### src/rtl/alu_src_pkg.sv
// rtl/alu_src_pkg.sv - shared source-select codes for the ALU operand source stage
package alu_src_pkg;

    localparam int CODE_W = 8;

    localparam logic [CODE_W-1:0] SEL_ZERO   = 8'b00010000;
    localparam logic [CODE_W-1:0] SEL_RX     = 8'b00000101;
    localparam logic [CODE_W-1:0] SEL_Z_IMM3 = 8'b00010001;
    localparam logic [CODE_W-1:0] SEL_Z_IMM8 = 8'b00010010;
    localparam logic [CODE_W-1:0] SEL_IN     = 8'b00001000;
    localparam logic [CODE_W-1:0] SEL_SP     = 8'b00001001;
    localparam logic [CODE_W-1:0] SEL_T      = 8'b00001010;
    localparam logic [CODE_W-1:0] SEL_PC     = 8'b00010011;

endpackage

### src/rtl/alu_fwd_unit.sv
// rtl/alu_fwd_unit.sv - EX/MEM writeback bypass for the RX operand (EX has priority)
module alu_fwd_unit #(
    parameter int WIDTH = 16,
    parameter int IDX_W = 3
) (
    input  logic             en,
    input  logic             ex_wr_en,
    input  logic [IDX_W-1:0] ex_wr_idx,
    input  logic [WIDTH-1:0] ex_wr_data,
    input  logic             mem_wr_en,
    input  logic [IDX_W-1:0] mem_wr_idx,
    input  logic [WIDTH-1:0] mem_wr_data,
    input  logic [IDX_W-1:0] rx_idx,
    input  logic [WIDTH-1:0] data_rx,
    output logic [WIDTH-1:0] rx_val
);

    logic ex_hit;
    logic mem_hit;

    assign ex_hit  = en && ex_wr_en  && (ex_wr_idx  == rx_idx);
    assign mem_hit = en && mem_wr_en && (mem_wr_idx == rx_idx);

    always_comb begin
        rx_val = data_rx;
        if (mem_hit) rx_val = mem_wr_data;
        // EX is the younger write, so it overrides MEM
        if (ex_hit)  rx_val = ex_wr_data;
    end

endmodule

### src/rtl/alu_src_stage.sv
// rtl/alu_src_stage.sv - operand source select + output register; RX bypass enabled by ALU_SRC_FWD_EN
module alu_src_stage
    import alu_src_pkg::*;
#(
    parameter int WIDTH = 16,
    parameter int SEL_W = 8,
    parameter int IDX_W = 3
) (
    input  logic             clk,
    input  logic             rst,
    input  logic             in_valid,
    output logic             in_ready,
    input  logic [SEL_W-1:0] src_sel,
    input  logic [WIDTH-1:0] data_rx,
    input  logic [WIDTH-1:0] data_IN,
    input  logic [WIDTH-1:0] data_SP,
    input  logic [WIDTH-1:0] data_T,
    input  logic [WIDTH-1:0] data_pc,
    input  logic [2:0]       imm3,
    input  logic [7:0]       imm8,
    input  logic [IDX_W-1:0] rx_idx,
    input  logic             ex_wr_en,
    input  logic [IDX_W-1:0] ex_wr_idx,
    input  logic [WIDTH-1:0] ex_wr_data,
    input  logic             mem_wr_en,
    input  logic [IDX_W-1:0] mem_wr_idx,
    input  logic [WIDTH-1:0] mem_wr_data,
    input  logic             flush,
    output logic             out_valid,
    input  logic             out_ready,
    output logic [WIDTH-1:0] src,
    output logic             bad_sel
);

    logic             fwd_en;
    logic [WIDTH-1:0] rx_val;
    logic [WIDTH-1:0] sel_value;
    logic             sel_known;
    logic             capture;

`ifdef ALU_SRC_FWD_EN
    assign fwd_en = 1'b1;
`else
    assign fwd_en = 1'b0;
`endif

    alu_fwd_unit #(
        .WIDTH(WIDTH),
        .IDX_W(IDX_W)
    ) u_fwd (
        .en         (fwd_en),
        .ex_wr_en   (ex_wr_en),
        .ex_wr_idx  (ex_wr_idx),
        .ex_wr_data (ex_wr_data),
        .mem_wr_en  (mem_wr_en),
        .mem_wr_idx (mem_wr_idx),
        .mem_wr_data(mem_wr_data),
        .rx_idx     (rx_idx),
        .data_rx    (data_rx),
        .rx_val     (rx_val)
    );

    always_comb begin
        sel_value = '0;
        sel_known = 1'b1;
        case (src_sel)
            SEL_W'(SEL_ZERO):   sel_value = '0;
            SEL_W'(SEL_RX):     sel_value = rx_val;
            SEL_W'(SEL_Z_IMM3): sel_value = WIDTH'(imm3);
            SEL_W'(SEL_Z_IMM8): sel_value = WIDTH'(imm8);
            SEL_W'(SEL_IN):     sel_value = data_IN;
            SEL_W'(SEL_SP):     sel_value = data_SP;
            SEL_W'(SEL_T):      sel_value = data_T;
            SEL_W'(SEL_PC):     sel_value = data_pc;
            default:            sel_known = 1'b0;
        endcase
    end

    assign in_ready = !out_valid || out_ready;
    assign capture  = in_valid && in_ready;

    always_ff @(posedge clk or posedge rst) begin
        if (rst) begin
            out_valid <= 1'b0;
            src       <= '0;
            bad_sel   <= 1'b0;
        end else begin
            // flush wins over a same-cycle capture; src is left as-is
            if (flush) begin
                out_valid <= 1'b0;
            end else if (capture) begin
                out_valid <= 1'b1;
                src       <= sel_value;
            end else if (out_ready) begin
                out_valid <= 1'b0;
            end
            if (capture && !flush && !sel_known) begin
                bad_sel <= 1'b1;
            end
        end
    end

endmodule

### config.mk
export PLATFORM = sky130hd
export DESIGN_NAME = alu_src_stage
export DESIGN_NICKNAME = d
export VERILOG_FILES = /design/src/rtl/alu_src_pkg.sv /design/src/rtl/alu_fwd_unit.sv /design/src/rtl/alu_src_stage.sv
export SDC_FILE = /design/constraint.sdc
export NUM_CORES = 1
export LEC_CHECK = 0
export CORE_AREA = 2 2 97 71
export CTS_CLUSTER_DIAMETER = 150
export DETAILED_ROUTE_END_ITERATION = 16
export DIE_AREA = 0 0 99 73
export MAX_ROUTING_LAYER = met4
export PLACE_DENSITY_LB_ADDON = 0.12
export SYNTH_ARGS = -nofsm -noshare
export SYNTH_HDL_FRONTEND = slang
export SYNTH_SLANG_ARGS = --single-unit
### constraint.sdc
create_clock -name clk -period 1.5 [get_ports clk]
set_clock_uncertainty 0.05 [all_clocks]
set_input_delay 0.225 -clock clk [delete_from_list [all_inputs] [get_ports clk]]
set_output_delay 0.225 -clock clk [all_outputs]
set_load 0.02 [all_outputs]
; ---- After elaboration in Yosys (flattened, before gate mapping)
; Cells that the tools add are included.
[classes]
addsub = 0
mul = 0
div = 0
magnitude_cmp = 0
n_eq_ne = 8
shift = 0
mux = 5
bitwise = 1
reduce_logical = 10
[op_table]
columns = cell, count
row1 = $pmux W16 S7, 1
row2 = $eq A8 B5 Y1 const B, 4
row3 = $eq A8 B4 Y1 const B, 3
row4 = $eq A8 B3 Y1 const B, 1
row5 = $reduce_or A8 Y1, 1
row6 = $mux W1, 4
row7 = $logic_and A1 B1 Y1, 3
row8 = $logic_not A1 Y1, 3
row9 = $reduce_bool A3 Y1, 1
row10 = $reduce_and A2 Y1, 1
row11 = $logic_or A1 B1 Y1, 1
row12 = $not A1 Y1, 1
[totals]
ff_bits = 18
latchBits = 0
ram_bits = 0
rom_bits = 0
output_inout_bits = 19
wordCells = 27
mem_count = 0

; ---- Depth between registers and ports, before layout
[depth]
word_depth = 5
mapped_depth = 7

; ---- Modules after synthesis
; Synthesis repeated with hierarchy kept, for this count alone.
[hier_totals]
cells_unflattened = 252
area_unflattened_um2 = 2053.2
[by_module_without_submodules]
columns = module, n_inst, cells_each, area_each_um2, seq_area_each_um2
row1 = alu_src_stage, 1, 190, 1619.1, 450.4
row2 = alu_fwd_unit, 1, 62, 434.2, 0.0

; ---- Worst setup path after synthesis
; OpenSTA, ideal clock, no wires.
[synth_path]
kind = reg2reg
from = reg out_valid
to = reg src[2]
setup_time_ps = 82
arrival_time_ps = 1475
t_required_ps = 1368
setup_slack_ps = -107
stages_incl_launch_ff = 7
synth_period_minus_slack_ps = 1607
path_cell_list = dfrtp_1 -> nand2b_2 -> nand3b_2 -> nor4_2 -> o21ai_2 -> buf_4 -> a22oi_2
[synth_via]
elab_chain_cells = 4
[synth_lines]
columns = element, line_no
row1 = "start, declared", alu_src_stage.sv:29  ; output logic out_valid,
row2 = "start signal, assigned", alu_src_stage.sv:84  ; out_valid <= 1'b0;
row3 = "start signal, assigned", alu_src_stage.sv:90  ; out_valid <= 1'b0;
row4 = "start signal, assigned", alu_src_stage.sv:92  ; out_valid <= 1'b1;
row5 = $logic_not A1 Y1, alu_src_stage.sv:79  ; assign in_ready = !out_valid || out_ready;
row6 = $logic_or A1 B1 Y1, alu_src_stage.sv:79
row7 = net in_ready, alu_src_stage.sv:12  ; output logic in_ready,
row8 = $logic_and A1 B1 Y1, alu_src_stage.sv:80  ; assign capture = in_valid && in_ready;
row9 = $reduce_and A2 Y1 (no line), -
row10 = "end signal, assigned", alu_src_stage.sv:93  ; src <= sel_value;
row11 = "end, declared", alu_src_stage.sv:31  ; output logic [WIDTH-1:0] src,
; The timed path passes the listed nets, and every way through them passes these cells.
; A chain may end at the register's enable or synchronous reset.

; ---- Worst setup path after layout
[layout_path]
from = in src_sel[0]
to = reg src[3]
[layout_via]
elab_chain_cells = 2
word_cells_on_any_way = 8
[layout_lines]
columns = element, line_no
row1 = "start, declared", alu_src_stage.sv:13  ; input logic [SEL_W-1:0] src_sel,
row2 = "$eq A8 B5 Y1, or another cell as far along", alu_src_stage.sv:66  ; case (src_sel)
row3 = $pmux W16 S7 (*), alu_src_stage.sv:66
; Mark *: on every way between the ends. The rest lies on a longest branch, timed or not.

==> results.ini <==
[floorplanning]
coreArea_sq_mm = 0.00641
core.rowCount = 25
start_util_pct = 26.0
die_h_um = 73
io_pins = 166
die_w_um = 99
die_area_sq_mm = 0.00723

[drt]
via_count = 1933
viasPerCell = 4.60
wl_per_cell_um = 14.9
ant_nets = 0
firstDrtPassIters = 4
drc_errors = 0
finalWirelength_mm = 6.25
first_iter_violations = 67

[placed_design]
gp_congestion = 0.807
dp_hpwl_mm = 5.06
place_ws_ps = -596
post_dp_cell_area_sq_mm = 0.00316
portBuffers = 122

[final_layout]
drive_gt1_share_pct = 27.7
layout_common_cells = clkdlybuf4s50_1, nand2_1, buf_4
final_nets = 487
area_growth_pct = 101
final_common_cell = clkdlybuf4s50_1
fin_util_pct = 52.3
final_cell_area_sq_mm = 0.00335
diodes = 0

[setup_path]
startpoint_type = input pin
cpMaxStageDelayCell = dlygate4sd2_1
r2r-start = out_valid
slowest_delay_ps = 310
worstPathBufferInverterCount = 4
crit_family = buffers and inverters
critPathKind = input pin to register
worstSetupEndpointType = register
worstPathCellList = dlygate4sd2_1, nand3b_1, nor3_4, buf_4, buf_12, a211oi_2, buf_4, o21ai_2
critPathArrivalTime_ps = 1560
crit_path_max_fanout = 11
cp-startpoint = src_sel[0]
required_ps = 1600
crit_path_frequent_cell = buf_4

[logic_synthesis]
yosys.cell_types.count = 41
synth_compound_area_share_pct = 25.4
netlist_area_sq_mm = 0.00166
ys_ff_latch = 18
netlist_instances = 193
avgSynthCellArea_sq_um = 8.62
syn_nets = 340
synthArstFlopShare_pct = 100
synth_mux_area_share_pct = 15.5
synth_top_family_by_area = compound AO/OA/AOI/OAI gates
synth_seq_area_share_pct = 27.1
yosysWarnings = 0
ys.flop_type = dfrtp_1
synth_adder_area_share_pct = 0
synth-edff-count = 0
synth_xor_xnor_area_share_pct = 0
yosys.area_share.simple_pct = 24.7

[hold_path]
hold_path_class = input pin to async pin

[pwr]
peakVddDrop_mv = 0.233
p_leak_nw = 1.57
power_density_mw_per_mm2 = 440
p_total_w = 0.00148

[global_route]
grt_pass1_wl_mm = 9.71
grt_max_degree = 24
grt_pass1_vias = 1929
overflow = 0
grtUsageTotal_pct = 17.6
antenna_found_initial = 0

[cts]
worstSkewPairLatency_ps = 250
path_clk_slew_ps = 70
cts_root_buffer = clkbuf_8
cts_buffers = 3
clock_path_buffers = 2
hold_buffers = 0
cts_max_level = 1
tritoncts = yes
clock_sinks = 18

[timing]
finalSetupViolCount = 0
rsz0062_at_grt = yes
drv_slew = 0
setup_ws_ps = 40.5
worst_pin_slew_ps = 345
finalWorstPathRequiredPeriod_ps = 1460
finalHoldViolations = 0
slew_headroom_pct = 77.0
max_freq_ghz = 0.685
period_share_pct = 97.3
setup_tns_ps = 0

[run_status]
outcome = completed

[run]
cap_viol_max_count = 0

## metrics by stage
| step | cells | hold slack [ps] |
|---|---|---|
| 6_report | 420 | 238 |
| 5_1_grt | 420 | 256 |
| 4_1_cts | 420 | 245 |
| 3_5_place_dp | 411 | 419 |
| 3_3_place_gp | 411 | 412 |
| 2_1_floorplan | 193 | 114 |
## power breakdown
group	leakage, nW	switching (W)	internal, W
logic	1.29	0.000206	0.000375
registers	0.244	0.00000239	0.000488
clock network	0.0288	0.000170	0.000233
## tightest hold or removal path, cell delays in order
cell             delay, ps
clkdlybuf4s50_1        390
inv_1                   50
buf_4                  250
## cells by family (layout without fill, tap and decap cells)
kind of cell / Yosys count / after routing
simple gates: 77 / 77
mux: 25 / 25
buf+inv: 16 / 162
compound gates: 57 / 57
flops: 18 / 18
## routing by layer
metal | global-route usage, % | wire [um] | vias to the layer above | part of all wire [%]
met5 | - | 0 | - | 0
met4 | 5.78 | 103 | 0 | 1.6
met3 | 2.87 | 395 | 8 | 6.3
met2 | 24.6 | 2660 | 78 | 43
met1 | 25.6 | 3090 | 857 | 49
li1 | - | - | 990 | -
## synthesized netlist by cell type, types with 2 or more instances
| master | number | area share, % |
|---|---|---|
| a22oi_2 | 2 | 1.5 |
| nor3_4 | 2 | 2.0 |
| nor2_1 | 13 | 2.9 |
| a221oi_1 | 8 | 4.2 |
| nand2_1 | 33 | 7.4 |
| and3_1 | 2 | 0.75 |
| a21oi_2 | 5 | 2.6 |
| a22oi_1 | 2 | 0.90 |
| clkbuf_1 | 2 | 0.45 |
| buf_6 | 6 | 4.1 |
| dfrtp_1 | 18 | 27 |
| mux2_2 | 2 | 1.4 |
| o21ai_0 | 2 | 0.60 |
| a211oi_1 | 6 | 2.7 |
| mux2i_1 | 22 | 13 |
| inv_1 | 3 | 0.68 |
| o21ai_2 | 11 | 5.8 |
| o21ai_1 | 6 | 1.8 |
| a21oi_1 | 11 | 3.3 |
| buf_2 | 3 | 0.90 |
| or2_2 | 13 | 4.9 |
| nand3b_1 | 2 | 0.90 |
## sequential cells by signal, indices dropped and copies added, names as in the netlist
name and flops:
src 16, bad_sel 1, out_valid 1
## cell type report
cell class,count,area [sq um]
Fill cell,627,3060
Timing Repair Buffer,155,1540
Multi-Input combinational cell,159,1190
Sequential cell,18,452
Tap cell,81,101
Clock buffer,4,55.1
Inverter,3,11.3
## worst paths after layout
check	end	slack, ps	depth (start not counted)
max	src[3]	40	8
min	src[5]	240	3
max reg2reg	src[2]	160	6
min reg2reg	src[10]	420	2
max in group asynchronous	out_valid	950	3
min in group clk	src[10]	420	2
## repair_timing
action,4_1_cts,5_1_grt
gates resized for setup,33,15
buffers inserted,4,0
pin swaps,1,1
setup endpoints to repair,25,18
gates cloned,1,0
Note: power is estimated with default switching activity, not from simulation.
